`config.mk`:
```
export PLATFORM = sky130hd
export DESIGN_NAME = core_pipe_ctrl
export DESIGN_NICKNAME = d
export VERILOG_FILES = /design/src/rtl/core_pipe_ctrl_pkg.sv /design/src/rtl/core_hazard_detect.sv /design/src/rtl/core_pipe_ctrl.sv
export SDC_FILE = /design/constraint.sdc
export NUM_CORES = 1
export LEC_CHECK = 0
export ABC_AREA = 1
export BUFFER_PORTS_ARGS = -buffer_cell sky130_fd_sc_hd__buf_2
export CAP_MARGIN = 20
export CORE_MARGIN = 2
export CORE_UTILIZATION = 47
export DETAILED_ROUTE_END_ITERATION = 10
export PLACE_DENSITY = 0.77
export SLEW_MARGIN = 5
export SYNTH_ARGS = -nofsm -noshare
export SYNTH_HDL_FRONTEND = slang
export SYNTH_SLANG_ARGS = --single-unit
export TNS_END_PERCENT = 50
```
`constraint.sdc`:
```
create_clock -name clk -period 1.8 [get_ports clk]
set_input_delay 0.45 -clock clk [delete_from_list [all_inputs] [get_ports clk]]
set_output_delay 0.45 -clock clk [all_outputs]
set_load 0.01 [all_outputs]
```
`src/rtl/core_pipe_ctrl_pkg.sv`:
```
`default_nettype none
// ============================================================================
//  Module   : core_pipe_ctrl_pkg
//  Purpose  : Shared types and constants for the xRV32I pipeline controller
//             (state encodings, bus widths, zero register).
//  Revision : 1.0  initial release
// ============================================================================
package core_pipe_ctrl_pkg;

   // Controller state width and encodings; the fourth code is unused.
   localparam int c_pipe_state_w = 2;

   typedef enum logic [c_pipe_state_w-1:0] {
      PIPE_RUN     = 2'd0,
      PIPE_FLUSH   = 2'd1,
      PIPE_MEMWAIT = 2'd2
   } pipe_state_e;

   // Instruction address bus and register index widths shared with the core.
   localparam int c_inst_addr_w = 32;
   localparam int c_reg_w       = 5;

   // x0 is hard-wired to zero, so writes to it never create a dependency.
   localparam logic [c_reg_w-1:0] c_zero_reg = 5'd0;

endpackage : core_pipe_ctrl_pkg
`default_nettype wire

```
`src/rtl/core_hazard_detect.sv`:
```
`default_nettype none
// ============================================================================
//  Module   : core_hazard_detect
//  Purpose  : Combinational load-use hazard detection between the instruction
//             in ID and a load in EX.
//  Revision : 1.0  initial release
// ============================================================================
module core_hazard_detect
   import core_pipe_ctrl_pkg::*;
(
   input  logic [c_reg_w-1:0] id_rs1_i,
   input  logic [c_reg_w-1:0] id_rs2_i,
   input  logic               id_rs1_used_i,
   input  logic               id_rs2_used_i,
   input  logic [c_reg_w-1:0] ex_rd_i,
   input  logic               ex_reg_we_i,
   input  logic               ex_is_load_i,
   output logic               load_use_o
);

   logic ex_load_writes;
   logic rs1_hit;
   logic rs2_hit;

   // A load result is only available after MEM, so any real consumer in ID must wait.
   always_comb begin
      ex_load_writes = ex_is_load_i & ex_reg_we_i & (ex_rd_i != c_zero_reg);
      rs1_hit        = id_rs1_used_i & (id_rs1_i == ex_rd_i);
      rs2_hit        = id_rs2_used_i & (id_rs2_i == ex_rd_i);
      load_use_o     = ex_load_writes & (rs1_hit | rs2_hit);
   end

endmodule : core_hazard_detect
`default_nettype wire

```
`src/rtl/core_pipe_ctrl.sv`:
```
`default_nettype none
// ============================================================================
//  Module   : core_pipe_ctrl
//  Purpose  : Pipeline sequencing controller: load-use stalls, jump flushes,
//             data-memory wait stalls with timeout, and perf counters.
//  Revision : 1.0  initial release
// ============================================================================
module core_pipe_ctrl
   import core_pipe_ctrl_pkg::*;
#(
   parameter int FLUSH_CYCLES = 2,
   parameter int MEM_WAIT_MAX = 15,
   parameter int CNT_WIDTH    = 32
)(
   input  logic                      clk,
   input  logic                      rst_n,
   input  logic [c_reg_w-1:0]        id_rs1_i,
   input  logic [c_reg_w-1:0]        id_rs2_i,
   input  logic                      id_rs1_used_i,
   input  logic                      id_rs2_used_i,
   input  logic [c_reg_w-1:0]        ex_rd_i,
   input  logic                      ex_reg_we_i,
   input  logic                      ex_is_load_i,
   input  logic                      ex_jump_en_i,
   input  logic [c_inst_addr_w-1:0]  ex_jump_addr_i,
   input  logic                      mem_req_i,
   input  logic                      mem_ack_i,
   output logic                      hold_pc_o,
   output logic                      hold_if_id_o,
   output logic                      hold_id_ex_o,
   output logic                      flush_if_id_o,
   output logic                      flush_id_ex_o,
   output logic                      jump_en_o,
   output logic [c_inst_addr_w-1:0]  jump_addr_o,
   output logic                      mem_timeout_o,
   output logic [c_pipe_state_w-1:0] state_o,
   output logic [CNT_WIDTH-1:0]      stall_cnt_o,
   output logic [CNT_WIDTH-1:0]      flush_cnt_o
);

   // Flush counter holds FLUSH_CYCLES-1; wait counter counts up to MEM_WAIT_MAX.
   localparam int c_fcnt_w = (FLUSH_CYCLES > 1) ? $clog2(FLUSH_CYCLES) : 1;
   localparam int c_wcnt_w = $clog2(MEM_WAIT_MAX + 1);

   localparam logic [c_fcnt_w-1:0] c_flush_init = c_fcnt_w'(FLUSH_CYCLES - 1);
   localparam logic [c_fcnt_w-1:0] c_flush_one  = c_fcnt_w'(1);
   localparam logic [c_wcnt_w-1:0] c_wait_max   = c_wcnt_w'(MEM_WAIT_MAX);
   localparam logic [c_wcnt_w-1:0] c_wait_one   = c_wcnt_w'(1);

   pipe_state_e          state_q, state_d;
   logic [c_fcnt_w-1:0]  fcnt_q, fcnt_d;
   logic [c_wcnt_w-1:0]  wcnt_q, wcnt_d;
   logic [CNT_WIDTH-1:0] stall_cnt_q, stall_cnt_d;
   logic [CNT_WIDTH-1:0] flush_cnt_q, flush_cnt_d;

   logic load_use;
   logic hold_pc;
   logic hold_if_id;
   logic hold_id_ex;
   logic flush_if_id;
   logic flush_id_ex;
   logic jump_en;
   logic mem_timeout;

   core_hazard_detect u_hazard (
      .id_rs1_i      (id_rs1_i),
      .id_rs2_i      (id_rs2_i),
      .id_rs1_used_i (id_rs1_used_i),
      .id_rs2_used_i (id_rs2_used_i),
      .ex_rd_i       (ex_rd_i),
      .ex_reg_we_i   (ex_reg_we_i),
      .ex_is_load_i  (ex_is_load_i),
      .load_use_o    (load_use)
   );

   // Next-state and control decode; memory wait beats jump beats load-use in RUN.
   always_comb begin
      state_d     = state_q;
      fcnt_d      = fcnt_q;
      wcnt_d      = wcnt_q;
      hold_pc     = 1'b0;
      hold_if_id  = 1'b0;
      hold_id_ex  = 1'b0;
      flush_if_id = 1'b0;
      flush_id_ex = 1'b0;
      jump_en     = 1'b0;
      mem_timeout = 1'b0;
      case (state_q)
         PIPE_RUN: begin
            if (mem_req_i && !mem_ack_i) begin
               hold_pc    = 1'b1;
               hold_if_id = 1'b1;
               hold_id_ex = 1'b1;
               state_d    = PIPE_MEMWAIT;
               wcnt_d     = c_wait_one;
            end else if (ex_jump_en_i) begin
               jump_en     = 1'b1;
               flush_if_id = 1'b1;
               flush_id_ex = 1'b1;
               if (FLUSH_CYCLES > 1) begin
                  state_d = PIPE_FLUSH;
                  fcnt_d  = c_flush_init;
               end
            end else if (load_use) begin
               hold_pc     = 1'b1;
               hold_if_id  = 1'b1;
               flush_id_ex = 1'b1;
            end
         end
         PIPE_FLUSH: begin
            // Wrong-path instructions: every request is ignored here.
            flush_if_id = 1'b1;
            fcnt_d      = fcnt_q - c_flush_one;
            if (fcnt_q <= c_flush_one) begin
               state_d = PIPE_RUN;
            end
         end
         PIPE_MEMWAIT: begin
            if (mem_ack_i) begin
               state_d = PIPE_RUN;
            end else if (wcnt_q == c_wait_max) begin
               mem_timeout = 1'b1;
               state_d     = PIPE_RUN;
            end else begin
               hold_pc    = 1'b1;
               hold_if_id = 1'b1;
               hold_id_ex = 1'b1;
               wcnt_d     = wcnt_q + c_wait_one;
            end
         end
         default: begin
            state_d = PIPE_RUN;
         end
      endcase
   end

   // Performance counters wrap naturally at 2^CNT_WIDTH.
   always_comb begin
      stall_cnt_d = stall_cnt_q;
      flush_cnt_d = flush_cnt_q;
      if (hold_pc) begin
         stall_cnt_d = stall_cnt_q + CNT_WIDTH'(1);
      end
      if (jump_en) begin
         flush_cnt_d = flush_cnt_q + CNT_WIDTH'(1);
      end
   end

   // State and counter registers; reset abandons any flush or memory wait.
   always_ff @(posedge clk or negedge rst_n) begin
      if (!rst_n) begin
         state_q     <= PIPE_RUN;
         fcnt_q      <= '0;
         wcnt_q      <= '0;
         stall_cnt_q <= '0;
         flush_cnt_q <= '0;
      end else begin
         state_q     <= state_d;
         fcnt_q      <= fcnt_d;
         wcnt_q      <= wcnt_d;
         stall_cnt_q <= stall_cnt_d;
         flush_cnt_q <= flush_cnt_d;
      end
   end

   // Controls are forced low while reset is asserted, whatever the inputs do.
   always_comb begin
      hold_pc_o     = rst_n & hold_pc;
      hold_if_id_o  = rst_n & hold_if_id;
      hold_id_ex_o  = rst_n & hold_id_ex;
      flush_if_id_o = rst_n & flush_if_id;
      flush_id_ex_o = rst_n & flush_id_ex;
      jump_en_o     = rst_n & jump_en;
      jump_addr_o   = (rst_n && jump_en) ? ex_jump_addr_i : '0;
      mem_timeout_o = rst_n & mem_timeout;
      state_o       = state_q;
      stall_cnt_o   = stall_cnt_q;
      flush_cnt_o   = flush_cnt_q;
   end

endmodule : core_pipe_ctrl
`default_nettype wire
```
==> reports/results.tsv, run 1 <==
stage	metric	value	unit
outcome	violated checks	setup timing	
yosys	fraction of registers with async set or reset after synthesis	100	%
yosys	syn avg cell area	6.49	um^2
worst_setup_path	CP Data Arrival Time	1.58	ns
power_and_ir_drop	Internal Power	3.08	mW
placed_design	HPWL after DPL	10400	um
min_path	hold crit path type	in -> async	
floorplanning	FP Rows	37	
worst_setup_path	Crit Path Class	reg -> out	
drt	initial drt markers	243	
floorplanning	core area	10400	um^2
power_and_ir_drop	Net Sw Power	1.81	mW
final_layout	Syn-to-layout area delta	29.5	%
power_and_ir_drop	Flop pwr share	41.6	%
floorplanning	die area	11600	um^2
worst_setup_path	CP endpoint kind	output port	
global_route	initial antenna violation count	0	
yosys	cell area after synthesis	5070	um^2
drt	drt wl/cell	12.6	um
yosys	post-synthesis net count	841	
yosys	post-synth top area share	34.5	%
drt	Routed Antenna Nets	0	
power_and_ir_drop	worst vdd ir	410	uV
outcome	outcome	finished with violations	
power_and_ir_drop	Power, Total	4.89	mW
clocking	Worst-path clk slew	0.08	ns
placed_design	placed cell count	1081	
global_route	Tot GR Track Use	25.0	%
yosys	Netlist cell types	29	
worst_setup_path	CP max FO	15	
yosys	Synth Register Bits	70	
floorplanning	Die Wd	108	um
yosys	Synth Flop Type	dfrtp_1	
power_and_ir_drop	Power Density	744	nW/um^2
yosys	dominant cell type by area after synthesis	dfrtp_1	
final_layout	Filler Cells Inserted	1031	
floorplanning	die height	108	um
sta	RSZ-0062 raised after global routing	yes	
sta	Tightest Pin Transition	0.883	ns
final_layout	net total in the final layout	1029	
sta	setup ws final	-0.233	ns
run	MaxCap Viol Count	0	
drt	final wirelength	14000	um
final_layout	layout cell share with drive strength beyond 1	28.9	%
drt	DR vias	5426	
yosys	post-synthesis cell count	782	
worst_setup_path	CP Launch Type	flip-flop	
worst_setup_path	CP required	1.35	ns
sta	Final Skew	0.0128	ns
sta	final setup TNS	-7.46	ns
sta	Final Hold Violating Endpoints	0	
sta	Final min period	2.03	ns
yosys	synth top area cells	dfrtp_1 (35%), nand2_1 (22%), nor2_1 (8.6%)	
floorplanning	Starting Density	48.7	%
placed_design	Final Wtd Congestion	0.966	
yosys	number of enable flip-flop cells after synthesis	0	
global_route	largest net degree at the start of global routing	71	
sta	Final Cycle Share	113	%
global_route	vias in the first global route	5131	
placed_design	PortBufs	160	
power_and_ir_drop	Lkg Pwr	3.67	nW
floorplanning	IO Count	161	
final_layout	final std cells w/o fill	1111	
clocking	htree depth	3	
placed_design	dpl cell area	6150	um^2
global_route	first-pass GRT wire length	23300	um
final_layout	design area	6570	um^2
sta	normalized max-slew margin	41.1	%
sta	Max Clk Rate	492	MHz
power_and_ir_drop	Comb pwr share	31.3	%
yosys	Seq/Total Area, Yosys	34.5	%
global_route	GRT overflow	0	
clocking	Sink Count	70	
clocking	TritonCTS buffer count	9	
final_layout	Antenna Diode Count	0	
power_and_ir_drop	switch share	37.0	%
clocking	CTS tree	done	
clocking	root buf cell	clkbuf_8	
yosys	synthesis warning total	0	
drt	DR DRC count	0	
drt	via-per-instance ratio	4.88	
drt	drt pass-1 iters	5	
power_and_ir_drop	clock power share	27.1	%
clocking	Skew-Pair Late Insertion Delay	0.35	ns
clocking	Longest Clk Path Bufs	2	
sta	Final Setup Violations	38	
sta	final count of pins violating max slew	0	
per-stage QoR:
step           worst slack (ns)  hold WS, ns  utilization (%)
6_report                 -0.233        0.346             63.0
5_1_grt                  -0.338        0.433             63.0
4_1_cts                  -0.225        0.384             61.8
3_5_place_dp            -0.0741        0.502             59.0
3_3_place_gp            -0.0555        0.504             59.0
2_1_floorplan           -0.0508        0.154                -
worst max-delay path: stages, from the launching register on:
cell	delay, ns
dfrtp_1	0.39
inv_2	0.08
nand2_4	0.06
nor2_4	0.09
inv_2	0.06
nor2_4	0.11
inv_4	0.07
buf_12	0.15
nor2_1	0.10
buf_2	0.14
flip-flops by register name (all words and copies together), names as in the netlist:
signal and flops:
stall_cnt_o 32, state_o 2, flush_cnt_o 32, wcnt_q 4
repair_timing:
action	CTS	global route
cloned	1	0
pin swaps	4	4
endpoints found under the setup margin	38	70
hold buffers	0	0
gates resized for setup	7	19
setup buffers	6	7
power by group through the flow:
stage / Clock [mW] / Sequential, mW / Combinational [mW]
after floorplan: 0 / 2.14 / 0.778
after global routing: 1.43 / 2.07 / 1.70
after detailed placement: 0 / 2.06 / 1.41
after CTS: 1.35 / 2.04 / 1.47
after global placement: 0 / 2.06 / 1.38
final: 1.32 / 2.04 / 1.53
final timing paths:
check,start,to,slack [ns],depth (start not counted)
setup / recovery,state_o[0]$_DFFE_PN0P_,jump_addr_o[17],-0.23,9
max in group asynchronous,rst_n,flush_cnt_o[30]$_DFFE_PN0P_,0.89,2
hold reg to reg,flush_cnt_o[6]$_DFFE_PN0P_,flush_cnt_o[6]$_DFFE_PN0P_,0.51,1
setup reg to reg,wcnt_q[0]$_DFFE_PN0P_,stall_cnt_o[3]$_DFFE_PN0P_,0.10,10
hold / removal,rst_n,stall_cnt_o[15]$_DFFE_PN0P_,0.35,2
min in group clk,flush_cnt_o[6]$_DFFE_PN0P_,flush_cnt_o[6]$_DFFE_PN0P_,0.51,1
metal layers:
metal / up-vias / GRT usage (%) / part of all wire (%)
met4: 0 / 9.62 / 1.8
li1: 2757 / - / -
met3: 24 / 4.36 / 5.7
met2: 163 / 42.5 / 49
met1: 2482 / 31.4 / 43
met5: - / 0 / 0
synthesized netlist by cell type (3+ instances only):
cell and instances:
buf_6 4, inv_1 89, nand2_2 11, nor2_1 116, dfrtp_1 70, xnor2_1 10
ha_1 3, buf_2 9, nand2_1 295, nor2_2 7, o21ai_0 4, o21ai_1 5
buf_8 3, nor3_1 16, inv_2 14, nor2_4 6, nand3b_1 15, nor3_4 3
nand3_1 59, xor2_1 27, nand4_1 8
layout by cell type, fill, tap and decap left out, types with 2 or more instances in the layout:
| cell | n |
|---|---|
| nand3_4 | 2 |
| nor2_4 | 12 |
| nand2_1 | 295 |
| inv_4 | 2 |
| nand3b_1 | 15 |
| nand2_4 | 3 |
| dfrtp_1 | 70 |
| ha_1 | 2 |
| nor3_4 | 3 |
| buf_4 | 31 |
| clkbuf_8 | 10 |
| buf_12 | 2 |
| nand3_1 | 57 |
| nor2_1 | 94 |
| buf_2 | 155 |
| nand2_2 | 9 |
| o21ai_1 | 5 |
| xor2_1 | 27 |
| buf_6 | 6 |
| xnor2_1 | 10 |
| nor3_1 | 16 |
| inv_2 | 13 |
| nor2_2 | 23 |
| o21ai_0 | 4 |
| inv_1 | 88 |
| nand4_1 | 8 |
| clkinv_2 | 3 |
layout make-up:
| type | instances | area, um^2 | share of cell area [%] |
|---|---|---|---|
| timing repair buffer | 195 | 1140 | 17.4 |
| clock buffer | 10 | 138 | 2.10 |
| clock inverter | 6 | 61.3 | 0.934 |
| tap | 136 | 170 | 2.59 |
| inverter | 103 | 392 | 5.96 |
| sequential | 70 | 1750 | 26.7 |
| multi-input combinational | 591 | 2910 | 44.3 |
logic make-up after synthesis:
group | count (synthesis) | synth area share, %
AND/OR/NAND/NOR | 539 | 46.5
buffers and inverters | 121 | 10.5
flip-flops | 70 | 34.5
XOR/XNOR | 37 | 6.39
AO/OA/AOI/OAI | 12 | 1.31
adder cells (fa/ha/maj) | 3 | 0.740
No activity file was read; power rests on OpenSTA's default activity.
==> run 2, diff against run 1 <==
Settings changed: RECOVER_POWER set to 100.
==> run 2 against run 1 <==
The run still ends with setup timing left; design area fell by 1.3%; global-route usage did not move; highest routed layer unchanged; worst hold slack better by 0.046 ns; largest cell class unchanged; register-to-register slack worse by 0.02 ns; largest power group unchanged; critical endpoint unchanged.
==> reports/results.tsv, run 2 (synthesis gave the netlist of run 1 again) <==
stage	metric	value	unit	change
worst_setup_path	RR Endpoint	stall_cnt_o[2]$_DFFE_PN0P_		was stall_cnt_o[3]$_DFFE_PN0P_
worst_setup_path	CP required	1.35	ns	about the same
floorplanning	FP Rows	37		unchanged
drt	drt pass-1 iters	4		was 5
sta	final count of pins violating max slew	0		unchanged
clocking	TritonCTS buffer count	9		unchanged
drt	DR vias	5456		was 5426
sta	RSZ-0062 raised after global routing	yes		unchanged
final_layout	Syn-to-layout area delta	27.8	%	was 29.5%
clocking	Sink Count	70		unchanged
worst_setup_path	Critical Path, Cell by Cell	inv_2 > nand2_4 > nor2_4 > inv_2 > nor2_4 > inv_4 > buf_12 > nor2_1 > buf_2		unchanged
placed_design	HPWL after DPL	10400	um	unchanged
drt	Routed Antenna Nets	0		unchanged
worst_setup_path	R2R setup slack	0.08	ns	was 0.10 ns
global_route	vias in the first global route	5131		unchanged
worst_setup_path	CP peak stage delay	0.39	ns	about the same
floorplanning	IO Count	161		unchanged
drt	final wirelength	14100	um	was 14000 um
final_layout	layout cell share with drive strength beyond 1	22.9	%	was 28.9%
sta	Final Hold Violating Endpoints	0		unchanged
worst_setup_path	Reg2Reg Depth	10		unchanged
final_layout	Antenna Diode Count	0		unchanged
power_and_ir_drop	Lkg Pwr	3.44	nW	was 3.67 nW
sta	setup ws final	-0.236	ns	was -0.233 ns
floorplanning	Die Wd	108	um	unchanged
clocking	Longest Clk Path Bufs	2		unchanged
drt	via-per-instance ratio	4.91		was 4.88
clocking	root buf cell	clkbuf_8		unchanged
outcome	violated checks	setup timing		unchanged
clocking	CTS tree	done		unchanged
placed_design	Final Wtd Congestion	0.966		unchanged
final_layout	net total in the final layout	1029		unchanged
sta	Max Clk Rate	491	MHz	was 492 MHz
run	MaxCap Viol Count	0		unchanged
sta	normalized max-slew margin	35.3	%	was 41.1%
final_layout	final std cells w/o fill	1111		unchanged
outcome	outcome	finished with violations		unchanged
final_layout	most frequent cells in the layout	nand2_1 (295), buf_2 (98), nor2_1 (95)		was nand2_1 (295), buf_2 (155), nor2_1 (94)
sta	Final Skew	0.0147	ns	was 0.0128 ns
floorplanning	die height	108	um	unchanged
sta	Tightest Pin Transition	0.971	ns	was 0.883 ns
worst_setup_path	worst reg2reg startpoint	wcnt_q[0]$_DFFE_PN0P_		unchanged
floorplanning	core area	10400	um^2	unchanged
sta	Final Cycle Share	113	%	about the same
drt	drt wl/cell	12.7	um	was 12.6 um
power_and_ir_drop	worst vdd ir	410	uV	about the same
sta	Final Setup Violations	38		unchanged
worst_setup_path	CP max stage cell	dfrtp_1		unchanged
worst_setup_path	CP max FO	15		unchanged
global_route	largest net degree at the start of global routing	71		unchanged
min_path	hold crit path type	in -> async		unchanged
worst_setup_path	CP Data Arrival Time	1.59	ns	was 1.58 ns
final_layout	post-layout util	62.2	%	was 63.0%
worst_setup_path	CP endpoint kind	output port		unchanged
sta	Final min period	2.04	ns	was 2.03 ns
power_and_ir_drop	Power Density	748	nW/um^2	was 744 nW/um^2
worst_setup_path	Crit Path Class	reg -> out		unchanged
sta	final setup TNS	-7.65	ns	was -7.46 ns
clocking	htree depth	3		unchanged
placed_design	placed cell count	1081		unchanged
drt	DR DRC count	0		unchanged
global_route	first-pass GRT wire length	23300	um	unchanged
floorplanning	Starting Density	48.7	%	unchanged
global_route	GRT overflow	0		unchanged
global_route	initial antenna violation count	0		unchanged
global_route	Tot GR Track Use	25.0	%	unchanged
clocking	Worst-path clk slew	0.08	ns	about the same
floorplanning	die area	11600	um^2	unchanged
drt	initial drt markers	248		was 243
final_layout	most common cell after layout, fill and taps aside	nand2_1		unchanged
placed_design	PortBufs	160		unchanged
final_layout	Filler Cells Inserted	1054		was 1031
worst_setup_path	CP Launch Type	flip-flop		unchanged
clocking	Skew-Pair Late Insertion Delay	0.35	ns	about the same
run 2: metrics by stage:
| step | hold slack [ns] | total power, mW | area [um^2] | setup WS, ns |
|---|---|---|---|---|
| 2_1_floorplan | 0.154 | 2.91 | 5150 | -0.0508 |
| 3_3_place_gp | 0.504 | 3.45 | 6150 | -0.0555 |
| 3_5_place_dp | 0.502 | 3.47 | 6150 | -0.0741 |
| 4_1_cts | 0.384 | 4.85 | 6430 | -0.225 |
| 5_1_grt | 0.493 | 5.16 | 6480 | -0.338 |
| 6_report | 0.392 | 4.85 | 6480 | -0.236 |
run 2: how the worst max path moves through the flow:
stage | start | endpoint | slack [ns] | cells after the start
global placement | mem_req_i | jump_addr_o[15] | -0.06 | 10
detailed placement | mem_req_i | jump_addr_o[15] | -0.07 | 10
CTS | state_o[0]$_DFFE_PN0P_ | jump_addr_o[5] | -0.23 | 9
global route | state_o[0]$_DFFE_PN0P_ | jump_addr_o[17] | -0.34 | 9
floorplan | state_o[1]$_DFFE_PN0P_ | hold_pc_o | -0.05 | 10
finish | state_o[0]$_DFFE_PN0P_ | jump_addr_o[17] | -0.24 | 9
run 2: area by class of cell:
| cell class | instances | area (um^2) | share of cell area, % |
|---|---|---|---|
| clock buffers | 10 | 138 | 2.12 |
| clock inverters | 6 | 61.3 | 0.946 |
| inverters | 103 | 392 | 6.04 |
| multi-input cells | 591 | 2900 | 44.7 |
| flip-flops and latches | 70 | 1750 | 27.0 |
| well taps | 136 | 170 | 2.62 |
| repair buffers | 195 | 1070 | 16.5 |
run 2: repair_timing:
item	4_1_cts	5_1_grt
hold buffers	0	0
buffers inserted	6	7
pin swaps	4	4
endpoints found under the setup margin	38	70
resized for setup	7	19
gates cloned	1	0
run 2: power by group:
group | total [mW] | switching [mW] | internal (mW)
Clock | 1.32 | 0.650 | 0.673
Combinational | 1.49 | 0.908 | 0.580
Sequential | 2.04 | 0.258 | 1.78
Total | 4.85 | 1.82 | 3.03
run 2: layer usage:
layer | vias up | GRT usage [%] | routed length (um)
met5 | - | 0 | 0
met4 | 0 | 9.62 | 328
met3 | 29 | 4.36 | 733
li1 | 2760 | - | -
met2 | 177 | 42.5 | 6820
met1 | 2490 | 31.4 | 6200
run 2: worst max-delay path, delay by kind of cell (launching register included):
kind                   cells  cell delay (ns)
buffers and inverters      5             0.50
flip-flops                 1             0.39
AND/OR/NAND/NOR            4             0.36
